==> config.mk <==
export PLATFORM = sky130hd
export DESIGN_NAME = lcd_field_scheduler
export DESIGN_NICKNAME = d
export VERILOG_FILES = /design/src/rtl/lcd_field_scheduler_pkg.sv /design/src/rtl/lcd_field_scheduler_rr_pick.sv /design/src/rtl/lcd_field_scheduler.sv
export SDC_FILE = /design/constraint.sdc
export NUM_CORES = 1
export LEC_CHECK = 0
export BUFFER_PORTS_ARGS = -buffer_cell sky130_fd_sc_hd__buf_4
export CAP_MARGIN = 25
export CORE_MARGIN = 3
export CORE_UTILIZATION = 55
export DETAILED_ROUTE_END_ITERATION = 8
export PLACE_DENSITY = 0.82
export SYNTH_ARGS = -nofsm -noshare
export SYNTH_HDL_FRONTEND = slang
export SYNTH_HIERARCHICAL = 1
export SYNTH_SLANG_ARGS = --single-unit
==> constraint.sdc <==
create_clock -name clk -period 5.4 [get_ports clk]
set_input_delay 0.54 -clock clk [delete_from_list [all_inputs] [get_ports clk]]
set_output_delay 0.54 -clock clk [all_outputs]
set_load 0.03 [all_outputs]
==> src/rtl/lcd_field_scheduler_pkg.sv <==
// Shared definitions for the LCD1602 dynamic-field scheduler.
//   state_t        : scheduler FSM states
//   LCD_INIT_WAIT  : default power-up wait (50 ms @ 50 MHz)
//   LCD_MIN_GAP    : default hold-off after each accepted transfer
//   cnt_width()    : width of the shared wait/gap counter
package lcd_field_scheduler_pkg;

  typedef enum logic [1:0] {
    S_INIT  = 2'd0,
    S_IDLE  = 2'd1,
    S_OFFER = 2'd2,
    S_GAP   = 2'd3
  } state_t;

  localparam int unsigned LCD_INIT_WAIT = 2500000;
  localparam int unsigned LCD_MIN_GAP   = 800000;

  // Counter only ever reaches max(a,b)-1, so clog2(max) bits suffice.
  // A floor of 2 keeps the width at least one bit.
  function automatic int unsigned cnt_width(input int unsigned a, input int unsigned b);
    int unsigned m;
    m = (a > b) ? a : b;
    if (m < 2) m = 2;
    return $clog2(m);
  endfunction

endpackage

==> src/rtl/lcd_field_scheduler_rr_pick.sv <==
// Combinational round-robin picker.
//   i_pending    : one bit per producer with a value waiting
//   i_last_grant : producer served most recently
//   o_any        : at least one producer pending
//   o_grant      : first pending index scanning last_grant+1, +2, ... modulo NUM_REQ
module lcd_rr_pick #(
  parameter int unsigned NUM_REQ = 2,
  parameter int unsigned IDX_W   = $clog2(NUM_REQ)
) (
  input  logic [NUM_REQ-1:0] i_pending,
  input  logic [IDX_W-1:0]   i_last_grant,
  output logic               o_any,
  output logic [IDX_W-1:0]   o_grant
);

  always_comb begin
    int unsigned idx;
    idx     = 0;
    o_any   = 1'b0;
    o_grant = '0;
    // Offsets 1..NUM_REQ put last_grant itself at the lowest priority.
    for (int unsigned k = 1; k <= NUM_REQ; k++) begin
      idx = 32'(i_last_grant) + k;
      idx = idx % NUM_REQ;
      if (!o_any && i_pending[idx]) begin
        o_any   = 1'b1;
        o_grant = IDX_W'(idx);
      end
    end
  end

endmodule

==> src/rtl/lcd_field_scheduler.sv <==
// Shares the LCD1602 dynamic-field write path among NUM_REQ value producers.
// One pending slot per producer; slots are served round-robin and offered one
// (field, value) at a time over valid/ready, with MIN_GAP cycles of hold-off
// after every accepted transfer. lcd_start_o rises (sticky) INIT_WAIT cycles
// after reset to release the LCD controller.
//   clk         : system clock, rising edge
//   reset       : asynchronous, active-low
//   req_valid   : producer i presents a value
//   req_value   : producer i value in bits [i*VAL_W +: VAL_W]
//   req_ready   : slot i empty (registered, no path from out_ready)
//   out_valid   : offer to LCD side is valid
//   out_ready   : LCD side accepts offer
//   out_field   : producer index of the current offer
//   out_value   : value of the current offer
//   lcd_start_o : LCD controller start strobe
module lcd_field_scheduler
  import lcd_field_scheduler_pkg::*;
#(
  parameter int unsigned NUM_REQ   = 2,
  parameter int unsigned VAL_W     = 16,
  parameter int unsigned INIT_WAIT = LCD_INIT_WAIT,
  parameter int unsigned MIN_GAP   = LCD_MIN_GAP
) (
  input  logic                       clk,
  input  logic                       reset,
  input  logic [NUM_REQ-1:0]         req_valid,
  input  logic [NUM_REQ*VAL_W-1:0]   req_value,
  output logic [NUM_REQ-1:0]         req_ready,
  output logic                       out_valid,
  input  logic                       out_ready,
  output logic [$clog2(NUM_REQ)-1:0] out_field,
  output logic [VAL_W-1:0]           out_value,
  output logic                       lcd_start_o
);

  localparam int unsigned          IDX_W     = $clog2(NUM_REQ);
  localparam int unsigned          CNT_W     = cnt_width(INIT_WAIT, MIN_GAP);
  localparam logic [CNT_W-1:0]     INIT_LAST = CNT_W'(INIT_WAIT - 1);
  localparam logic [CNT_W-1:0]     GAP_LAST  = CNT_W'(MIN_GAP - 1);
  localparam logic [IDX_W-1:0]     LAST_IDX  = IDX_W'(NUM_REQ - 1);

  state_t             r_state;
  state_t             w_state_next;

  logic [NUM_REQ-1:0] r_pending;
  logic [VAL_W-1:0]   r_slot [NUM_REQ];
  logic [IDX_W-1:0]   r_last_grant;
  logic [CNT_W-1:0]   r_cnt;

  logic               r_out_valid;
  logic [IDX_W-1:0]   r_out_field;
  logic [VAL_W-1:0]   r_out_value;
  logic               r_lcd_start;

  logic               w_any;
  logic [IDX_W-1:0]   w_grant;
  logic               w_offer_load;
  logic               w_xfer;
  logic               w_cnt_clr;
  logic               w_cnt_inc;
  logic               w_start_set;

  lcd_rr_pick #(
    .NUM_REQ (NUM_REQ),
    .IDX_W   (IDX_W)
  ) u_pick (
    .i_pending    (r_pending),
    .i_last_grant (r_last_grant),
    .o_any        (w_any),
    .o_grant      (w_grant)
  );

  // ---------------------------------------------------------------- FSM
  always_ff @(posedge clk or negedge reset) begin
    if (!reset) begin
      r_state <= S_INIT;
    end else begin
      r_state <= w_state_next;
    end
  end

  always_comb begin
    w_state_next = r_state;
    w_offer_load = 1'b0;
    w_xfer       = 1'b0;
    w_cnt_clr    = 1'b0;
    w_cnt_inc    = 1'b0;
    w_start_set  = 1'b0;
    unique case (r_state)
      S_INIT: begin
        if (r_cnt == INIT_LAST) begin
          w_start_set  = 1'b1;
          w_cnt_clr    = 1'b1;
          w_state_next = S_IDLE;
        end else begin
          w_cnt_inc = 1'b1;
        end
      end
      S_IDLE: begin
        if (w_any) begin
          w_offer_load = 1'b1;
          w_state_next = S_OFFER;
        end
      end
      S_OFFER: begin
        if (r_out_valid && out_ready) begin
          w_xfer       = 1'b1;
          w_cnt_clr    = 1'b1;
          w_state_next = S_GAP;
        end
      end
      S_GAP: begin
        if (r_cnt == GAP_LAST) begin
          w_cnt_clr    = 1'b1;
          w_state_next = S_IDLE;
        end else begin
          w_cnt_inc = 1'b1;
        end
      end
      default: w_state_next = S_INIT;
    endcase
  end

  // ------------------------------------------- counter and offer registers
  always_ff @(posedge clk or negedge reset) begin
    if (!reset) begin
      r_cnt        <= '0;
      r_out_valid  <= 1'b0;
      r_out_field  <= '0;
      r_out_value  <= '0;
      r_lcd_start  <= 1'b0;
      r_last_grant <= LAST_IDX;
    end else begin
      if (w_cnt_clr) begin
        r_cnt <= '0;
      end else if (w_cnt_inc) begin
        r_cnt <= r_cnt + CNT_W'(1);
      end

      if (w_start_set) begin
        r_lcd_start <= 1'b1;
      end

      if (w_offer_load) begin
        r_out_valid <= 1'b1;
        r_out_field <= w_grant;
        r_out_value <= r_slot[w_grant];
      end else if (w_xfer) begin
        r_out_valid  <= 1'b0;
        r_last_grant <= r_out_field;
      end
    end
  end

  // ------------------------------------------------------------- slots
  // The slot under offer is still pending, so it cannot capture; clearing it
  // on transfer and capturing into any other slot can happen on the same edge.
  always_ff @(posedge clk or negedge reset) begin
    if (!reset) begin
      r_pending <= '0;
      for (int unsigned i = 0; i < NUM_REQ; i++) begin
        r_slot[i] <= '0;
      end
    end else begin
      for (int unsigned i = 0; i < NUM_REQ; i++) begin
        if (w_xfer && (r_out_field == IDX_W'(i))) begin
          r_pending[i] <= 1'b0;
        end else if (req_valid[i] && !r_pending[i]) begin
          r_pending[i] <= 1'b1;
          r_slot[i]    <= req_value[i*VAL_W +: VAL_W];
        end
      end
    end
  end

  assign req_ready   = ~r_pending;
  assign out_valid   = r_out_valid;
  assign out_field   = r_out_field;
  assign out_value   = r_out_value;
  assign lcd_start_o = r_lcd_start;

endmodule
==> qor.txt <==
Longest Clk Path Bufs = 2
Die H = 89.9 um
Max Fclk = 345 MHz
DIE WIDTH = 89.9 um
P_int = 0.854 mW
RSZ-0062 raised after global routing = no
max-slew violation count = 0
crit path DAT = 3.12 ns
Fin. Hold Viols = 0
area used by multi-input combinational logic = 1790 sq um
Mapped Cells = 352
GPL Wtd Cong = 0.929
largest net degree at the start of global routing = 79
remaining antenna violation count = 0
P_leak = 2.22 nW
max-slew headroom at the worst pin = 43.5%
IO Pins = 58
Area growth syn-to-layout = 17.7%
predominant post-synthesis flop cell = dfrtp_1
post-synth cell types = 47
hold_buf cts = 0
H-tree depth = 3
global-route wire length before repair = 14200 um
PD cells = 242 nW/um^2
post-CTS sizing = 0
endpoints failing setup = 0
maximum vdd drop = 0.194 mV
WL per Instance = 16.5 um
# Max-Cap Violations = 0
CTS tree = built
#FFs+latches synth = 78
initial antenna violation count = 0
syn nets = 395
Comb power frac = 5.4%
fraction of layout cells with a size suffix above 1 = 27.6%
Tightest Pin Transition = 0.845 ns
remaining routing DRC violations = 0
clock network power share = 38.8%
Worst Setup End Kind = flop
Synth area leader = dfrtp_1
routed vias = 2958
CTS sink cnt = 78
Setup CP Type = reg -> reg
die area = 8090 sq um
Avg Cell Area, Syn = 11.0 sq um
Mapped Area = 3870 sq um
Final Cycle Share = 53.7%
CTS root buf = clkbuf_8
clock skew = 0.0108 ns
Clock transition at path regs = 0.08 ns
TritonCTS Buffers = 9
cell count of the worst reg-to-reg path = 5
I/O Buffers = 57
outcome = complete, no violations
Util after Layout = 69.4%
hpwl dp = 5660 um
Startpoint Class = flop
Synth warnings = 6
Total GRT Usage = 21.5%
antenna diode count = 0
FILL cells = 495
worst reg2reg startpoint = r_cnt[14]
setup TNS = 0 ns
Seq pwr share = 55.8%
Iter 0 DRT Violations = 228
final WL = 8290 um
top post-synthesis cells by area = dfrtp_1 (50%), mux2_2 (9.9%), mux2i_1 (7.0%), a21oi_1 (3.6%), nand3_1 (2.7%)
via/cell ratio = 5.89
HP Class = in -> async
CP Max Fanout = 12
sequential area share after synthesis = 50.4%
share of the synthesized area in the top cell type = 49.7%
post-layout min period = 2.90 ns
Layout Nets = 448
Skew-Pair Late Insertion Delay = 0.35 ns
vias in the first global route = 2987
FF+latch area = 1950 sq um
Required @ worst endpoint = 5.62 ns
row count = 29
total congestion overflow = 0
sw frac = 22.5%
P_sw = 0.248 mW
core area = 6570 sq um
Starting Density = 59.0%
first drt pass iteration count = 6
async set-or-reset flop fraction in the synthesized netlist = 100%
post-CTS setup buffer count = 0
reg2reg end = r_cnt[20]
EDFF count, synth = 0
setup slack, reg-to-reg = 2.50 ns
cell families after synthesis:
family | count (synthesis) | share of synthesized area, %
xor+xnor | 5 | 1.13
simple gates | 104 | 14.3
flops | 78 | 50.4
mux | 61 | 16.9
compound gates | 69 | 11.7
fa+ha+maj | 6 | 1.94
buf+inv | 29 | 3.59
power by group through the flow:
stage	combinational [mW]	clock (mW)	sequential (mW)
3_3_place_gp	0.0559	0	0.625
6_report	0.0590	0.428	0.615
2_1_floorplan	0.0238	0	0.623
5_1_grt	0.0667	0.464	0.618
4_1_cts	0.0579	0.438	0.615
3_5_place_dp	0.0574	0	0.626
metrics by stage:
step | setup slack [ns] | hold WS, ns | area (sq um) | std cells | total power [mW]
2_1_floorplan | 3.03 | 0.244 | 3870 | 352 | 0.647
3_3_place_gp | 2.59 | 0.461 | 4340 | 485 | 0.681
3_5_place_dp | 2.43 | 0.465 | 4340 | 485 | 0.684
4_1_cts | 2.39 | 0.370 | 4530 | 500 | 1.11
5_1_grt | 2.36 | 0.0562 | 4560 | 502 | 1.15
6_report | 2.50 | 0.0538 | 4560 | 502 | 1.10
cells in the mapped netlist (2+ instances only):
cell type,count
dfrtp_1,77
mux2_2,34
a21oi_1,28
mux2i_1,27
nor2_1,27
nand3_1,21
clkbuf_1,13
nand2_1,13
inv_1,9
nand3b_1,9
o211ai_1,7
a21o_1,6
ha_1,6
nand4_1,6
o2111ai_1,6
a211oi_1,5
nand2b_1,4
nor3_1,4
o21ai_0,4
or4_1,4
xor2_1,4
buf_2,3
buf_6,3
a211o_1,2
and2_1,2
and4_1,2
nor2b_1,2
nor4_1,2
o21ai_1,2
o221ai_1,2
or2_1,2
layout by cell type, fill, tap and decap left out, types with 13 or more instances in the layout:
cell type / instances
nor2_1: 27
nand2_1: 13
a21oi_1: 28
mux2_2: 34
mux2i_1: 27
dfrtp_1: 77
nand3_1: 21
buf_4: 60
sequential cells by signal (all words and copies together), names as in the netlist:
signal        cells
r_slot           32
out_valid         1
r_last_grant      1
r_cnt            22
out_field         1
r_pending         2
out_value        16
lcd_start_o       1
r_state           2
per-layer routing:
layer	wire length (um)	global-route usage (%)	share of wire [%]
met1	3580	27.6	43
met4	88	7.40	1.1
met2	3950	33.5	48
met3	675	8.10	8.1
met5	0	0	0
how the worst max path moves through the flow:
| stage | start | end | slack [ns] | cells past startpoint |
|---|---|---|---|---|
| floorplan | r_cnt[15] | r_cnt[20] | 3.03 | 8 |
| global placement | r_state[0] | r_cnt[21] | 2.59 | 7 |
| detailed placement | r_state[0] | r_cnt[19] | 2.43 | 7 |
| CTS | r_state[0] | r_cnt[19] | 2.39 | 7 |
| global route | r_cnt[14] | r_cnt[20] | 2.36 | 5 |
| finish | r_cnt[14] | r_cnt[20] | 2.50 | 5 |
worst max-delay path: stages (launching register included):
cell and delay, ns:
dfrtp_1 0.42, or4_1 0.55, or4_1 0.64, o21ai_1 0.71, a2111oi_0 0.28, mux2i_1 0.18
layout make-up:
type                            instances  area share [%]
Sequential cell                        78            42.8
Clock buffer                           10            2.80
Clock inverter                          5            1.32
Timing Repair Buffer                   62            10.6
Multi-Input combinational cell        245            39.2
Inverter                                9           0.741
Tap cell                               93            2.55
No activity file was read; power rests on OpenSTA's default activity.
